$ cat src/rtl/alu_pipe.sv
// Handshaked, width-parametrised ALU with a registered output stage and backpressure.
// Define MUL_ALU_EN to add the iterative shift-add multiplier (opcode 1010, BUSY state).
module alu_pipe #(
  parameter int unsigned WIDTH = 32,
  parameter int unsigned TAG_W = 4
) (
  input  logic             clk,
  input  logic             rst,
  input  logic             in_valid,
  output logic             in_ready,
  input  logic [3:0]       alu_cntr,
  input  logic [WIDTH-1:0] a,
  input  logic [WIDTH-1:0] b,
  input  logic [TAG_W-1:0] in_tag,
  output logic             out_valid,
  input  logic             out_ready,
  output logic [WIDTH-1:0] alu_result,
  output logic             o_flag,
  output logic             z_flag,
  output logic [TAG_W-1:0] out_tag
);

  localparam int unsigned ShW = $clog2(WIDTH);

  localparam logic [3:0] OpAdd  = 4'b0000;
  localparam logic [3:0] OpSub  = 4'b0001;
  localparam logic [3:0] OpAnd  = 4'b0010;
  localparam logic [3:0] OpOr   = 4'b0011;
  localparam logic [3:0] OpXor  = 4'b0100;
  localparam logic [3:0] OpSll  = 4'b0101;
  localparam logic [3:0] OpSrl  = 4'b0110;
  localparam logic [3:0] OpSra  = 4'b0111;
  localparam logic [3:0] OpSlt  = 4'b1000;
  localparam logic [3:0] OpSltu = 4'b1001;

`ifdef MUL_ALU_EN
  localparam logic [3:0] OpMul  = 4'b1010;
  typedef enum logic [1:0] {StIdle, StHold, StBusy} state_e;
`else
  typedef enum logic [1:0] {StIdle, StHold} state_e;
`endif

  state_e state_q, state_d;

  logic [WIDTH-1:0] res_q, res_d;
  logic             o_q, o_d;
  logic             z_q, z_d;
  logic [TAG_W-1:0] tag_q, tag_d;

  logic [WIDTH-1:0] alu_res;
  logic             alu_o;
  logic [WIDTH-1:0] sum;
  logic [WIDTH-1:0] diff;
  logic [ShW-1:0]   shamt;
  logic             accept;
  logic             is_mul;

  assign sum   = a + b;
  assign diff  = a - b;
  assign shamt = b[ShW-1:0];

  // Single-cycle datapath; MUL and undefined opcodes fall through to zero here.
  always_comb begin
    alu_res = '0;
    alu_o   = 1'b0;
    case (alu_cntr)
      OpAdd: begin
        alu_res = sum;
        alu_o   = (a[WIDTH-1] == b[WIDTH-1]) && (sum[WIDTH-1] != a[WIDTH-1]);
      end
      OpSub: begin
        alu_res = diff;
        alu_o   = (a[WIDTH-1] != b[WIDTH-1]) && (diff[WIDTH-1] != a[WIDTH-1]);
      end
      OpAnd:  alu_res = a & b;
      OpOr:   alu_res = a | b;
      OpXor:  alu_res = a ^ b;
      OpSll:  alu_res = a << shamt;
      OpSrl:  alu_res = a >> shamt;
      OpSra:  alu_res = WIDTH'($signed(a) >>> shamt);
      OpSlt:  alu_res = {{(WIDTH-1){1'b0}}, ($signed(a) < $signed(b))};
      OpSltu: alu_res = {{(WIDTH-1){1'b0}}, (a < b)};
      default: begin
        alu_res = '0;
        alu_o   = 1'b0;
      end
    endcase
  end

  assign in_ready  = !rst && ((state_q == StIdle) || ((state_q == StHold) && out_ready));
  assign accept    = in_valid && in_ready;
  assign out_valid = (state_q == StHold);

`ifdef MUL_ALU_EN
  logic [2*WIDTH-1:0] mcand_q, mcand_d;
  logic [WIDTH-1:0]   mplier_q, mplier_d;
  logic [2*WIDTH-1:0] prod_q, prod_d;
  logic [ShW-1:0]     cnt_q, cnt_d;
  logic [2*WIDTH-1:0] prod_step;

  assign is_mul    = (alu_cntr == OpMul);
  assign prod_step = prod_q + (mplier_q[0] ? mcand_q : '0);
`else
  assign is_mul = 1'b0;
`endif

  always_comb begin
    state_d = state_q;
    res_d   = res_q;
    o_d     = o_q;
    z_d     = z_q;
    tag_d   = tag_q;
`ifdef MUL_ALU_EN
    mcand_d  = mcand_q;
    mplier_d = mplier_q;
    prod_d   = prod_q;
    cnt_d    = cnt_q;
`endif
    case (state_q)
      StIdle, StHold: begin
        if (accept) begin
          tag_d = in_tag;
          if (is_mul) begin
`ifdef MUL_ALU_EN
            state_d  = StBusy;
            mcand_d  = {{WIDTH{1'b0}}, a};
            mplier_d = b;
            prod_d   = '0;
            cnt_d    = '0;
`endif
          end else begin
            state_d = StHold;
            res_d   = alu_res;
            o_d     = alu_o;
            z_d     = (alu_res == '0);
          end
        end else if ((state_q == StHold) && out_ready) begin
          state_d = StIdle;
        end
      end
`ifdef MUL_ALU_EN
      StBusy: begin
        // One multiplier bit per cycle; the final step writes the output stage directly.
        prod_d   = prod_step;
        mcand_d  = mcand_q << 1;
        mplier_d = mplier_q >> 1;
        cnt_d    = cnt_q + 1'b1;
        if (cnt_q == ShW'(WIDTH - 1)) begin
          state_d = StHold;
          res_d   = prod_step[WIDTH-1:0];
          o_d     = |prod_step[2*WIDTH-1:WIDTH];
          z_d     = (prod_step[WIDTH-1:0] == '0);
        end
      end
`endif
      default: state_d = StIdle;
    endcase
  end

  always_ff @(posedge clk or posedge rst) begin
    if (rst) begin
      state_q <= StIdle;
      res_q   <= '0;
      o_q     <= 1'b0;
      z_q     <= 1'b0;
      tag_q   <= '0;
    end else begin
      state_q <= state_d;
      res_q   <= res_d;
      o_q     <= o_d;
      z_q     <= z_d;
      tag_q   <= tag_d;
    end
  end

`ifdef MUL_ALU_EN
  always_ff @(posedge clk or posedge rst) begin
    if (rst) begin
      mcand_q  <= '0;
      mplier_q <= '0;
      prod_q   <= '0;
      cnt_q    <= '0;
    end else begin
      mcand_q  <= mcand_d;
      mplier_q <= mplier_d;
      prod_q   <= prod_d;
      cnt_q    <= cnt_d;
    end
  end
`endif

  assign alu_result = res_q;
  assign o_flag     = o_q;
  assign z_flag     = z_q;
  assign out_tag    = tag_q;

endmodule

$ cat config.mk
export PLATFORM = sky130hd
export DESIGN_NAME = alu_pipe
export DESIGN_NICKNAME = d
export VERILOG_FILES = /design/src/rtl/alu_pipe.sv
export SDC_FILE = /design/constraint.sdc
export NUM_CORES = 1
export LEC_CHECK = 0
export ABC_AREA = 1
export CELL_PAD_IN_SITES_DETAIL_PLACEMENT = 1
export CELL_PAD_IN_SITES_GLOBAL_PLACEMENT = 1
export CORE_ASPECT_RATIO = 2
export CORE_MARGIN = 2
export CORE_UTILIZATION = 37
export CTS_CLUSTER_DIAMETER = 200
export DETAILED_ROUTE_END_ITERATION = 12
export GPL_TIMING_DRIVEN = 0
export PLACE_DENSITY = 0.87
export SYNTH_ARGS = -nofsm -noshare
export SYNTH_HDL_FRONTEND = slang
export SYNTH_SLANG_ARGS = --single-unit
$ cat constraint.sdc
create_clock -name clk -period 1.4 [get_ports clk]
set_clock_uncertainty 0.05 [all_clocks]
set_input_delay 0.42 -clock clk [delete_from_list [all_inputs] [get_ports clk]]
set_output_delay 0.42 -clock clk [all_outputs]
set_load 0.03 [all_outputs]
==> results of run 1 <==
[cell families after synthesis]
kind of cell    count (synthesis)
buf+inv                       332
compound gates                224
flops                          39
fa+ha+maj                     100
simple gates                 1443
[stage by stage]
step	util, %	hold slack [ps]	std cells
CTS	52.2	416	2824
detailed placement	43.5	407	2676
global placement	43.5	406	2676
floorplan	-	480	2138
[cell usage after synthesis, types with 2 or more instances]
master     instances
nand2_1          658
o21ai_1           17
a21boi_1           2
dfrtp_1           39
o21bai_1           6
buf_2             40
buf_12             3
inv_1            213
a21oi_2            6
buf_1              6
ha_1              98
nor2_2            17
a211oi_1           7
clkbuf_1          12
nor2_1           201
inv_2             17
nand3b_1           6
o21a_1             5
nand3_1          418
nand2_2           12
nand2_4           22
clkinv_1           2
nand4_1           35
o22ai_1           19
and2_1            11
o21ai_0           51
nor3_1            25
o211ai_1          16
buf_6             15
buf_4             21
fa_1               2
nand3_2           27
a21oi_1           79
nor2_4             2
o2111ai_1          3
o21ai_2            2
o221ai_1           5
[what timing repair did]
item / in CTS
setup endpoints to repair: 79
endpoints found under the hold margin: 0
resized for setup: 949
gates cloned: 1
buffers inserted: 145
pin swaps: 159
[layer usage]
metal	overflow	global-route usage, %
met1	0	63.9
met2	6	82.8
met3	0	35.3
met4	4	62.6
met5	0	4.02
==> metrics, run 1 <==
DP HPWL 59,600 um; worst_ep grt z_flag$_DFFE_PP0P_/D; RD Place Congestion 1.03; Tool Error [ERROR GRT-0232] Routing congestion too high. Check the congestion heatmap in the GUI.; syn_area_per_cell 5.46 um^2; post-synthesis async set-or-reset flop share 100%; cell taking the most area after synthesis nand2_1; Post-Synthesis Cell Area 11,700 um^2; # rows 92; clock root cell clkbuf_16; Synth Warn # 0; XOR/XNOR Fraction of Synth Area 0%; Synth Area in Compound Gates 11.3%; post-synthesis mux area share 0%; area share of and/or/nand/nor cells after synthesis 56.3%; Congestion Overflow GR 10; port bufs 115; largest net degree at the start of global routing 40; worst endpoint type register input; count of cell types in the netlist 55; register area share after synthesis 8.35%; top cells by area, synth nand2_1 21%, nand3_1 18%, ha_1 10%; Synth Area in Adders 10.8%; total track usage 61.8%; cell count after synthesis 2,138; H-tree Lvls 2; number of synthesized flops with an enable pin 0; # clock sinks 39; Stop stage global routing (5_1_grt); Post-Syn Nets 2,314; Place WS -2730 ps; Horiz. Die Dim 130 um; Die H 255 um; total placed instance area 13,600 um^2; Inserted Clock Buffers 5; run status did not finish; io pins 116; Yosys top cell area share 21.1%; largest family of logic cells by synthesized area simple AND/OR/NAND/NOR gates; starting density of the core 37.3%; top_reg_cell synth dfrtp_1; flops & latches, synth 39; CTS max path bufs 2; CTS Hold Bufs 0
==> run 2: changes to the inputs <==
Settings changed: CELL_PAD_IN_SITES_DETAIL_PLACEMENT 1 to not set, CELL_PAD_IN_SITES_GLOBAL_PLACEMENT 1 to not set, CORE_ASPECT_RATIO 2 to not set, CORE_UTILIZATION 37 to 40, CTS_CLUSTER_DIAMETER 200 to not set, PLACE_DENSITY 0.87 to not set, PLACE_DENSITY_LB_ADDON set to 0.15.
Clock period 1.4 ns to 1.8 ns, I/O delays scaled along.
==> metrics, run 2 <==
Synth Warn # 0 (unchanged); worst path arrival time 3110 ps; Post-Synthesis Cell Area 11,700 um^2 (unchanged); io pins 116 (unchanged); Final ANT Viol Nets 0; synth cell count leaders 658 x nand2_1, 418 x nand3_1, 213 x inv_1; hold path startpoint alu_result[5]; Hold WS 419 ps; final hold violations 0; crit path from b[3]; number of global-route vias before repair 16,000; total track usage 42.6%; count of cell types in the netlist 55 (unchanged); largest net degree at the start of global routing 40; starting density of the core 40.7% (+3.4 points); # rows 62 (-33%); worst skew pair latency 290 ps; top_reg_cell synth dfrtp_1; slowest CP cell clkbuf_1; max frequency 343 MHz; initial antenna violation count 0; final setup fails 34; run status finished with violations; Yosys top cell area share 21.1% (unchanged); Vias/cell 6.13; DRC Markers 0; max FFs per register 32; Congestion Overflow GR 0; Worst Tran Pin Value 822 ps; RD Place Congestion 1.06 (+2.6%); CTS tree built; first-pass GRT wire length 98,000 um; most common cell after layout, fill and taps aside nand2_1; P_leak 8.37 nW; Peak VDD IR 0.407 mV; crit-path cells buf_8 -> buf_2 -> clkbuf_1 -> nand3_1 -> nand3_1 -> nand2_1 -> nor2_2 -> nand2_1 -> nor2_4 -> nand2_1 -> nor2_2 -> nand3_1 -> nor2_2 -> nand2_1 -> nand2_1; post-synthesis async set-or-reset flop share 100% (unchanged); Horiz. Die Dim 175 um (+35%); Cells after DPL 2,637 (-1.5%); number of synthesized flops with an enable pin 0 (unchanged); area grow syn2layout 44.3%; Final nets 2,558; CTS max path bufs 2 (unchanged); crit path capture type flop; cell count after synthesis 2,138 (unchanged); Die H 175 um (-31%); drt first pass iters 8; Post-Route WL 67,600 um; most common cell in the netlist nand2_1; sum of negative setup slack -25,650 ps; kind of critical path input port to flop; cell mode on critical path nand2_1; crit start category input port; P per Cell Area 467 nW/um^2; Die ar. 30,600 um^2; DP HPWL 51,900 um (-13%); Post-Syn Nets 2,314 (unchanged); commonest cells after routing, fill and taps aside 507 x nand2_1, 349 x nand3_1, 166 x inv_1; H-tree Lvls 2 (unchanged); worst flop-to-flop path startpoint state_q[0]; slowest cell delay on critical path 580 ps; Hold/Removal Path Class flop to flop; ANT cells 0; Final Max Slew Viols 0; CP max FO 10; cell taking the most area after synthesis nand2_1; RSZ-0062 raised after global routing yes; Inserted Clock Buffers 5 (unchanged); Required @ worst endpoint 1990 ps; flops & latches, synth 39 (unchanged); Place WS -2410 ps (+324 ps); failing checks setup timing; Final Cycle Share 162%; fin crit period 2920 ps; vias after detailed routing 17,000; Clock transition at path regs 60 ps; register area share after synthesis 8.35% (unchanged); max_cap viols 0; syn_area_per_cell 5.46 um^2 (unchanged); total power 7.88 mW; clock root cell clkbuf_16; share of cells above drive strength 1 34.4%; Slew Limit Headroom 45.1%; DR WL/cell 24.4 um; final cell count without fillers 2,767; core footprint 28,700 um^2; top cells by area, synth nand2_1 21%, nand3_1 18%, ha_1 10%; final setup margin -1120 ps; 1st-iter DRT viols 2,142; # clock sinks 39 (unchanged); port bufs 115 (unchanged)
[run 2: cell counts after synthesis]
No cell type changed its count.
[run 2: final cells by class]
type,count,area (um^2)
Sequential cell,39,976
Inverter,234,953
Fill cell,2880,11800
Timing Repair Buffer,239,2010
Buffer,96,926
Clock inverter,2,38.8
Clock buffer,6,139
Multi-Input combinational cell,1767,11300
Tap cell,384,480
[run 2: critical path: cells and delay by family]
kind / cells / cell delay [ps]
and+or+nand+nor: 12 / 1550
buffers and inverters: 3 / 990
[run 2: what timing repair did]
| item | 4_1_cts | 5_1_grt |
|---|---|---|
| gates resized for setup | 790 | 166 |
| hold buffers | 0 | 0 |
| endpoints found under the hold margin | 0 | 0 |
| buffers inserted | 105 | 19 |
| setup endpoints to repair | 79 | 40 |
| pin swaps | 171 | 121 |
| gates cloned | 5 | 2 |
[run 2: kinds of logic after synthesis]
kind of cell	share of synthesized area (%)
simple gates	56.3
flops	8.35
fa+ha+maj	10.8
compound gates	11.3
buf+inv	13.2
[run 2: path summary, 6_finish.rpt]
check	endpoint	slack [ps]	depth (start not counted)
hold reg to reg	alu_result[5]	420	2
hold / removal	alu_result[5]	420	2
setup reg to reg	alu_result[23]	-80	6
min in group asynchronous	alu_result[7]	470	2
max in group asynchronous	alu_result[28]	700	2
setup / recovery	z_flag	-1120	15
[run 2: power breakdown]
| group | internal, mW | leakage [nW] | switching (mW) |
|---|---|---|---|
| combinational | 1.99 | 7.77 | 3.71 |
| sequential | 1.02 | 0.508 | 0.0786 |
| clock | 0.697 | 0.0875 | 0.386 |
| total | 3.71 | 8.37 | 4.17 |
[run 2: routing by layer]
layer | part of all wire, % | wire (um) | vias up | global-route usage, %
met3 | 11 | 7300 | 271 | 8.01
li1 | - | - | 7533 | -
met4 | 7.0 | 4760 | 0 | 23.7
met2 | 44 | 29900 | 1167 | 68.2
met1 | 38 | 25600 | 7993 | 53.8
met5 | 0 | 0 | - | 0
[run 2: per-stage QoR]
stage | cell area, um^2 | utilization, %
after floorplan | 11900 | -
after global placement | 13500 | 47.2
after detailed placement | 13500 | 47.2
after CTS | 16200 | 56.5
after global routing | 16900 | 58.8
final | 16900 | 58.8
(Power assumes the default switching activity.)
==> run 3: changes to the inputs <==
Settings changed: ABC_AREA 1 to not set.
==> metrics, run 3 <==
Inserted Clock Buffers 5 (unchanged); top cells by area, synth ha_1 10%, dfrtp_1 8.1%, mux4_2 7.3%; cell taking the most area after synthesis ha_1; Die ar. 31,500 um^2 (+3.1%); worst path arrival time 4200 ps (+1090 ps); final hold violations 0 (unchanged); RD Place Congestion 1.08 (+1.6%); commonest cells after routing, fill and taps aside 161 x nand2_1, 149 x buf_4, 122 x nor2_1; worst skew pair latency 290 ps (about the same); total track usage 47.0% (+4.4 points); P_leak 7.45 nW (-11%); sequential power share 13.3% (-0.6 points); share of cells above drive strength 1 36.6% (+2.2 points); P_sw 4.26 mW (+2.2%); Synth Area in Adders 10.5% (-0.33 points); Synth Area in Compound Gates 32.5% (+21 points); post-synthesis mux area share 17.4% (+17 points); vias after detailed routing 16,500 (-2.9%); Post-Synthesis Cell Area 12,000 um^2 (+3.1%); area share of and/or/nand/nor cells after synthesis 21.5% (-35 points); Final ANT Viol Nets 0 (unchanged); DRC Markers 0 (unchanged); starting density of the core 40.7% (-0.053 points); Required @ worst endpoint 1950 ps (-40 ps); Post-Syn Nets 1,820 (-21%); Final nets 2,095 (-18%); register area share after synthesis 8.10% (-0.25 points); cell count after synthesis 1,644 (-23%); Final Core Density 61.0% (+2.2 points); DP HPWL 57,400 um (+11%); CTS tree built; Horiz. Die Dim 178 um (+1.5%); crit start category input port; post-synthesis async set-or-reset flop share 100% (unchanged); drt first pass iters 6 (-2); # rows 63 (+1.6%); Place WS -4000 ps (-1590 ps); Logic pwr share 75.8% (+3.5 points); count of cell types in the netlist 102 (+85%); met1 Use GR 57.0% (+3.2 points); sum of negative setup slack -48,710 ps (-23,060 ps); port bufs 115 (unchanged); total power 8.48 mW (+7.6%); initial antenna violation count 0 (unchanged); Die H 178 um (+1.5%); failing checks setup timing; max frequency 247 MHz (-28%); Top Usage Layer GRT met2; RSZ-0062 raised after global routing yes; M2 GR Usage 74.5% (+6.3 points); CTS max path bufs 2 (unchanged); Yosys top cell area share 10.2% (-11 points); Clock transition at path regs 50 ps (about the same); CTS Hold Bufs 0 (unchanged); Fill cells 2,707 (-6.0%); run status finished with violations; Synth Warn # 0 (unchanged); final setup fails 34 (unchanged); largest family of logic cells by synthesized area compound AO/OA/AOI/OAI gates; Congestion Overflow GR 0 (unchanged); CP max FO 3 (-7); internal power 4.21 mW (+14%); Slew Limit Headroom 38.0% (-7.1 points); Final Cycle Share 225% (+63 points); io pins 116 (unchanged); XOR/XNOR Fraction of Synth Area 0.945% (+0.94 points); # clock sinks 39 (unchanged); ANT cells 0 (unchanged); max_cap viols 0 (unchanged); Vias/cell 7.13 (+16%); syn_area_per_cell 7.33 um^2 (+34%); Post-Route WL 76,100 um (+13%); Worst Tran Pin Value 922 ps (+100 ps); most common cell after layout, fill and taps aside nand2_1; Hold WS 379 ps (-40.0 ps); crit path capture type flop; switch share 50.3% (-2.6 points); synth cell count leaders 174 x nand2_1, 143 x nor2_1, 103 x a21oi_1; clock root cell clkbuf_16; core footprint 29,600 um^2 (+3.3%); top_reg_cell synth dfrtp_1; Final Max Slew Viols 0 (unchanged); first-pass GRT wire length 108,000 um (+11%); DR WL/cell 32.9 um (+35%); P per Cell Area 469 nW/um^2 (+0.36%); M3 GR Usage 9.30% (+1.3 points); Clk network pwr share 10.9% (-2.8 points); Hold/Removal Path Class input port to asynchronous set/reset pin; number of global-route vias before repair 15,900 (-0.58%); most common cell in the netlist nand2_1; final setup margin -2250 ps (-1130 ps); fin crit period 4050 ps (+1130 ps); Peak VDD IR 0.278 mV (-32%); H-tree Lvls 2 (unchanged); flops & latches, synth 39 (unchanged); area grow syn2layout 50.0%; max FFs per register 32 (unchanged); kind of critical path input port to flop; 1st-iter DRT viols 2,233 (+4.2%); largest net degree at the start of global routing 40 (unchanged); number of synthesized flops with an enable pin 0 (unchanged)
run 3: layout make-up:
type / instances / area [um^2] / share of cell area, %
sequential: 39 / 976 / 5.40
tap: 390 / 488 / 2.70
inverter: 107 / 469 / 2.60
multi-input combinational: 1346 / 11900 / 65.8
clock buffer: 8 / 156 / 0.865
timing repair buffer: 285 / 2520 / 14.0
buffer: 135 / 1560 / 8.65
run 3: cell families (layout without fill, tap and decap cells):
kind of cell | after synthesis | count (layout)
compound gates | 552 | 552
simple gates | 537 | 537
buf+inv | 259 | 535
mux | 144 | 144
fa+ha+maj | 100 | 100
flops | 39 | 39
xor+xnor | 13 | 13
run 3: through the flow:
stage | instances | instance area [um^2]
6_report | 2310 | 18100
5_1_grt | 2310 | 18100
4_1_cts | 2284 | 17600
3_5_place_dp | 2149 | 14200
3_3_place_gp | 2149 | 14200
2_1_floorplan | 1644 | 12500
run 3: final timing paths:
kind                                start              to  slack (ps)  cells after the start
min in group clk           alu_result[23]  alu_result[23]         410                      2
max in group asynchronous             rst  alu_result[19]         820                      2
setup reg to reg               state_q[0]          z_flag       -1070                     11
hold reg to reg            alu_result[23]  alu_result[23]         410                      2
hold / removal                        rst   alu_result[5]         380                      2
setup / recovery                     b[3]          z_flag       -2250                     18
run 3: layer usage:
metal  part of all wire [%]  vias to the layer above
met5                      0                        -
met4                    9.0                        0
met3                     11                      413
met2                     44                     1371
met1                     36                     7896
li1                       -                     6787
run 3: critical path, cell delays in order:
cell and delay [ps]:
buf_8 80, buf_12 110, inv_8 30, clkbuf_16 140, clkbuf_16 150, buf_12 120, ha_4 230, buf_4 140
or4_4 470, a21oi_4 220, nor4_4 80, o41a_1 440, a221o_1 370, a211oi_4 380, o2111ai_2 200, nor4_2 160
nand4_1 150, o31ai_2 190
run 3: what timing repair did:
item | CTS | global route
pin swaps | 111 | 71
gates cloned | 1 | 0
gates resized for setup | 744 | 75
endpoints found under the hold margin | 0 | 0
setup buffers | 141 | 29
setup endpoints to repair | 79 | 39
run 3: power by group through the flow:
stage	Combinational [mW]	Sequential, mW	Clock [mW]
6_report	6.43	1.12	0.924
5_1_grt	6.64	1.14	0.963
3_5_place_dp	4.91	1.15	0
3_3_place_gp	4.89	1.14	0
2_1_floorplan	2.71	1.48	0
4_1_cts	5.96	1.13	0.932
==> run 4: changes to the inputs <==
Settings changed: ABC_AREA set to 1, HOLD_SLACK_MARGIN set to 0.15.
==> results of run 4 <==
Final layout, timing and power as in run 2 (identical DEF).
